==> config.mk <==
export PLATFORM = sky130hd
export DESIGN_NAME = cpu_mem_reader
export DESIGN_NICKNAME = d
export VERILOG_FILES = /design/src/rtl/updi_pkg.sv /design/src/rtl/byte_fifo.sv /design/src/rtl/cpu_mem_reader.sv
export SDC_FILE = /design/constraint.sdc
export NUM_CORES = 1
export LEC_CHECK = 0
export BUFFER_PORTS_ARGS = -buffer_cell sky130_fd_sc_hd__buf_2
export CORE_UTILIZATION = 32
export CTS_CLUSTER_DIAMETER = 120
export DETAILED_ROUTE_END_ITERATION = 8
export MAX_ROUTING_LAYER = met4
export PLACE_DENSITY = 0.52
export SYNTH_ARGS = -nofsm -noshare
export SYNTH_HDL_FRONTEND = slang
export SYNTH_HIERARCHICAL = 1
export SYNTH_SLANG_ARGS = --single-unit
==> constraint.sdc <==
create_clock -name clk0 -period 4 [get_ports clk0]
set_input_delay 0.4 -clock clk0 [delete_from_list [all_inputs] [get_ports clk0]]
set_output_delay 0.4 -clock clk0 [all_outputs]
set_load 0.01 [all_outputs]
==> src/rtl/updi_pkg.sv <==
// Shared types and constants for the UPDI CPU packet path.
// The memory reader FSM states and packet-memory geometry live here.
package updi_pkg;

  localparam int CPU_MEM_DEPTH = 128;
  localparam int CPU_MEM_AW    = 7;
  localparam int MAX_PKT_LEN   = 127;
  localparam int RD_FIFO_DEPTH = 4;

  typedef enum logic [2:0] {
    ST_IDLE,
    ST_HDR_REQ,
    ST_HDR_WAIT,
    ST_HDR_CAP,
    ST_STREAM,
    ST_DONE
  } cpu_rd_state_t;

endpackage

==> src/rtl/byte_fifo.sv <==
// Small synchronous FIFO with occupancy count; storage is flop-based so the
// head is available combinationally as dout.
module byte_fifo #(
  parameter int WIDTH = 8,
  parameter int DEPTH = 4
) (
  input  logic                     clk,
  input  logic                     rst_n,
  input  logic                     push,
  input  logic [WIDTH-1:0]         din,
  input  logic                     pop,
  output logic [WIDTH-1:0]         dout,
  output logic [$clog2(DEPTH):0]   count,
  output logic                     empty
);
  localparam int PW = $clog2(DEPTH);

  logic [WIDTH-1:0] data_reg [DEPTH];
  logic [PW-1:0]    wr_ptr_reg;
  logic [PW-1:0]    rd_ptr_reg;
  logic [PW:0]      count_reg;
  logic             do_push;
  logic             do_pop;

  assign empty   = (count_reg == '0);
  assign do_push = push && (count_reg != (PW+1)'(DEPTH));
  assign do_pop  = pop && !empty;
  assign dout    = data_reg[rd_ptr_reg];
  assign count   = count_reg;

  always_ff @(posedge clk or negedge rst_n) begin
    if (!rst_n) begin
      for (int i = 0; i < DEPTH; i++) data_reg[i] <= '0;
    end else if (do_push) begin
      data_reg[wr_ptr_reg] <= din;
    end
  end

  // Pointers wrap naturally because DEPTH is a power of two.
  always_ff @(posedge clk or negedge rst_n) begin
    if (!rst_n) begin
      wr_ptr_reg <= '0;
      rd_ptr_reg <= '0;
      count_reg  <= '0;
    end else begin
      if (do_push) wr_ptr_reg <= wr_ptr_reg + PW'(1);
      if (do_pop)  rd_ptr_reg <= rd_ptr_reg + PW'(1);
      count_reg <= count_reg + (PW+1)'(do_push) - (PW+1)'(do_pop);
    end
  end

endmodule

==> src/rtl/cpu_mem_reader.sv <==
// Read-side master for the CPU packet memory: fetches the length byte at a
// base address, then streams the payload out as a valid/ready byte stream.
module cpu_mem_reader
  import updi_pkg::*;
#(
  parameter int DATA_WIDTH = 8,
  parameter int ADDR_WIDTH = CPU_MEM_AW
) (
  input  logic                  clk0,
  input  logic                  rst0_n,
  input  logic                  start,
  input  logic [ADDR_WIDTH-1:0] base_addr,
  output logic                  busy,
  output logic                  done,
  output logic                  err,
  output logic                  mem_csb0,
  output logic                  mem_web0,
  output logic [ADDR_WIDTH-1:0] mem_addr0,
  output logic [DATA_WIDTH-1:0] mem_din0,
  input  logic [DATA_WIDTH-1:0] mem_dout0,
  output logic [DATA_WIDTH-1:0] frame_data,
  output logic                  frame_valid,
  input  logic                  frame_ready,
  output logic                  frame_last
);
  localparam int CW = $clog2(RD_FIFO_DEPTH) + 1;

  cpu_rd_state_t         state_reg, state_next;
  logic [ADDR_WIDTH-1:0] base_reg;
  logic [ADDR_WIDTH-1:0] rd_addr_reg;
  logic [ADDR_WIDTH-1:0] remaining_reg;
  logic [ADDR_WIDTH-1:0] len_reg;
  logic [ADDR_WIDTH-1:0] sent_reg;
  logic                  inflight_reg;
  logic                  err_reg;

  logic                  issue;
  logic                  pop;
  logic                  hdr_bad;
  logic [CW-1:0]         fifo_count;
  logic                  fifo_empty;
  logic [DATA_WIDTH-1:0] fifo_head;

  assign mem_web0 = 1'b1;
  assign mem_din0 = '0;

  assign hdr_bad = (mem_dout0 == '0) || (mem_dout0 > DATA_WIDTH'(MAX_PKT_LEN));

  // Credit check: a read issued last cycle already owns a FIFO slot, but a
  // pop this cycle is not counted so the FIFO can never overflow.
  assign issue = (state_reg == ST_STREAM) && (remaining_reg != '0) &&
                 (({1'b0, fifo_count} + (CW+1)'(inflight_reg)) < (CW+1)'(RD_FIFO_DEPTH));

  assign frame_valid = !fifo_empty;
  assign frame_data  = fifo_empty ? '0 : fifo_head;
  assign frame_last  = frame_valid && (sent_reg == len_reg - ADDR_WIDTH'(1));
  assign pop         = frame_valid && frame_ready;

  byte_fifo #(
    .WIDTH (DATA_WIDTH),
    .DEPTH (RD_FIFO_DEPTH)
  ) u_fifo (
    .clk   (clk0),
    .rst_n (rst0_n),
    .push  (inflight_reg),
    .din   (mem_dout0),
    .pop   (pop),
    .dout  (fifo_head),
    .count (fifo_count),
    .empty (fifo_empty)
  );

  always_ff @(posedge clk0 or negedge rst0_n) begin
    if (!rst0_n) state_reg <= ST_IDLE;
    else         state_reg <= state_next;
  end

  always_comb begin
    state_next = state_reg;
    busy       = (state_reg != ST_IDLE);
    done       = 1'b0;
    err        = 1'b0;
    mem_csb0   = 1'b1;
    mem_addr0  = '0;
    unique case (state_reg)
      ST_IDLE:     if (start) state_next = ST_HDR_REQ;
      ST_HDR_REQ: begin
        mem_csb0   = 1'b0;
        mem_addr0  = base_reg;
        state_next = ST_HDR_WAIT;
      end
      ST_HDR_WAIT: state_next = ST_HDR_CAP;
      ST_HDR_CAP:  state_next = hdr_bad ? ST_DONE : ST_STREAM;
      ST_STREAM: begin
        if (issue) begin
          mem_csb0  = 1'b0;
          mem_addr0 = rd_addr_reg;
        end
        if (pop && frame_last) state_next = ST_DONE;
      end
      ST_DONE: begin
        done       = 1'b1;
        err        = err_reg;
        state_next = ST_IDLE;
      end
      default:     state_next = ST_IDLE;
    endcase
  end

  always_ff @(posedge clk0 or negedge rst0_n) begin
    if (!rst0_n) begin
      base_reg      <= '0;
      rd_addr_reg   <= '0;
      remaining_reg <= '0;
      len_reg       <= '0;
      sent_reg      <= '0;
      inflight_reg  <= 1'b0;
      err_reg       <= 1'b0;
    end else begin
      inflight_reg <= issue;
      if (state_reg == ST_IDLE && start) base_reg <= base_addr;
      if (state_reg == ST_HDR_CAP) begin
        err_reg       <= hdr_bad;
        len_reg       <= mem_dout0[ADDR_WIDTH-1:0];
        remaining_reg <= mem_dout0[ADDR_WIDTH-1:0];
        rd_addr_reg   <= base_reg + ADDR_WIDTH'(1);
        sent_reg      <= '0;
      end
      if (issue) begin
        rd_addr_reg   <= rd_addr_reg + ADDR_WIDTH'(1);
        remaining_reg <= remaining_reg - ADDR_WIDTH'(1);
      end
      if (pop) sent_reg <= sent_reg + ADDR_WIDTH'(1);
    end
  end

endmodule
==> flow_metrics.tcl <==
set metrics [dict create \
    outcome "finished clean" \
    num_antenna_cells 0 \
    ys.warnings.count 6 \
    synth_area_sq_um 5060 \
    yosysUniqueCellTypes 60 \
    largest_reg_flops 32 \
    dpl.cell_count 717 \
    cp_max_fo 16 \
    die-area_sq_um 16300 \
    clk_latency_ps 350 \
    synth_top_flop_cell "dfrtp_1" \
    cp_data_arrival_time_ps 3430 \
    clock-sinks 79 \
    top_usage_layer "met2" \
    path_buf_inv 2 \
    wl_per_cell_um 17.1 \
    chipWidth_um 128 \
    grtUsageMet1_pct 21.7 \
    use_met3_pct 3.46 \
    n_fill_cell 1561 \
    htreeDepth 3 \
    timing.final.crit_period_ps 3210 \
    slew_viol_final 0 \
    grt_max_degree 70 \
    peakVddDrop_v 0.000281 \
    utilization_pct 36.5 \
    synth_cells 502 \
    grt_overflow 0 \
    yosys.area.top_type "dfrtp_1" \
    antenna_found_initial 0 \
    via_count 3879 \
    yosys-top-cells-area "dfrtp_1 39%, nand4bb_1 7.6%, a21bo_2 6.3%" \
    combPwrFrac_pct 47.7 \
    dp_hpwl_um 7860 \
    rows 45 \
    p_sw_share_pct 40.5 \
    critical_path.top_delay_family "simple AND/OR/NAND/NOR gates" \
    yosysTopAreaCellShare_pct 39.1 \
    hold_slack_ps 112 \
    finalSetupTns_ps 0 \
    area_growth_pct 10.6 \
    slew_headroom_pct 44.2 \
    nNetsFinal 547 \
    async_flop_share_pct 100 \
    placeableCoreArea_sq_um 15300 \
    fin_area_sq_um 5590 \
    chipHeight_um 128 \
    setup_ws_ps 788 \
    ios 49 \
    rsz0062_at_grt "false" \
    synthTopCellsByCount "79 x dfrtp_1, 48 x nand2_1, 39 x nand3_1" \
    cts_tree "yes" \
    viasPerCell 5.31 \
    setup-violations-final 0 \
    cts.hold.buffers_added 0 \
    max_stage_delay_ps 480 \
    cts_buffer_depth 2 \
    multi_input_area_sq_um 2760 \
    cp_cell_sequence "inv_1 > ha_1 > or4b_4 > nor3_2 > or2_1 > inv_2 > nand2_1 > nand2_1 > ha_1 > and3_1 > xnor2_1 > nor2_1 > a31oi_1 > o21ai_0" \
    drive_gt1_share_pct 23.5 \
    timing_worst_setup_path_type "flip-flop to flip-flop" \
    netSwitchingPower_mw 1.79 \
    cts_setup_buffers 0 \
    finalCritPeriodShare_pct 80.3 \
    cts-buffers-inserted 9 \
    cp_slowest_cell "or4b_4" \
    p_clk_share_pct 17.6 \
    seqPwrFrac_pct 34.7 \
    drc 0 \
    drt-initial-drc-count 263 \
    cts_root_buf "clkbuf_16" \
    ys_seq_elements 79 \
    yosysMostFrequentCell "dfrtp_1" \
    start_util_pct 33.0 \
    drt_wl_total_um 12500 \
    grt_pass1_wl_um 20500 \
    hp-class "primary input to asynchronous set/reset pin" \
    clkTransAtPathRegs_ps 60 \
    syn_avg_cell_area_sq_um 10.1 \
    required_ps 4220 \
    place_area_sq_um 5330 \
    met2_usage_pct 26.2 \
    cp-end-kind "flip-flop" \
    crit_path_start_kind "flip-flop" \
    totalPowerFinal_mw 4.42 \
    ff_latch_area_sq_um 1980 \
    power_density_nw_per_um2 791 \
    cts_resized 0 \
    track_usage_pct 16.8 \
    skew_ps 7.74 \
    ant_nets 0 \
    max_freq_mhz 311 \
    power_leakage_nw 2.20 \
    maxCapViolCount 0 \
    portBuffers 39 \
    tightest_slew_ps 835 \
    gp_congestion 0.767 \
    pre_cts_ws_ps 791 \
    p_int_mw 2.63 \
    dr.pass1.iters 5 \
    grt_pass1_vias 3885 \
    ys_seq_area_share_pct 39.1 \
    stdcell_count 731 \
    synth_edf_count 0 \
    hold_viol 0 \
]
[area by class of cell]
cell class,count,share of cell area (%)
timing repair buffer,49,4.88
clock buffer,13,4.65
inverter,15,1.01
sequential,79,35.4
multi-input combinational,363,49.3
tap,211,4.72
clock inverter,1,0.0895
[cell families after synthesis]
logic type               after synthesis  synth area share, %
adder cells (fa/ha/maj)               11                 2.87
multiplexers                          17                 5.57
buffers and inverters                 67                 6.93
other                                  2                0.149
XOR/XNOR                              19                 3.29
AND/OR/NAND/NOR                      183                 22.8
flip-flops                            79                 39.1
AO/OA/AOI/OAI                        124                 19.3
[layout by cell type, fill, tap and decap left out, drive strengths merged, types with 2 or more instances in the layout]
cell type	count
and2	3
nand4bb	34
or3	4
a21oi	4
clkinv	2
dfrtp	79
nor2b	10
nand4	2
o311ai	5
inv	14
nand2	48
a31oi	3
a22o	4
xnor2	12
ha	10
and3	6
nor2	11
a21o	2
mux4	8
or2	2
buf	49
xor2	7
nor3	10
nand2b	5
o211ai	37
nand3	39
a21bo	32
o21ai	26
mux2	9
clkbuf	13
conb	9
nor3b	4
[routing by layer]
metal  share of wire [%]  up-vias
li1                    -     1853
met1                  49     1919
met2                  46       95
met3                 3.6       12
met4                 1.6        0
met5                   0        -
[path summary, 6_finish.rpt]
path	from	slack, ps	cells past startpoint	endpoint
max	remaining_reg[0]	790	14	rd_addr_reg[4]
min	rst0_n	110	1	u_fifo/data_reg[7]
max reg2reg	remaining_reg[0]	790	14	rd_addr_reg[4]
min reg2reg	err_reg	480	2	err_reg
max in group asynchronous	rst0_n	3110	2	u_fifo/data_reg[30]
min in group clk0	base_addr[5]	280	2	base_reg[5]
[power by group through the flow]
stage | registers (mW) | logic (mW) | clock network (mW)
floorplan | 1.37 | 1.76 | 0
global placement | 1.53 | 2.09 | 0
detailed placement | 1.54 | 2.13 | 0
CTS | 1.53 | 2.13 | 0.800
global route | 1.59 | 2.34 | 0.829
finish | 1.53 | 2.11 | 0.780
Note: power is estimated with default switching activity, not from simulation.
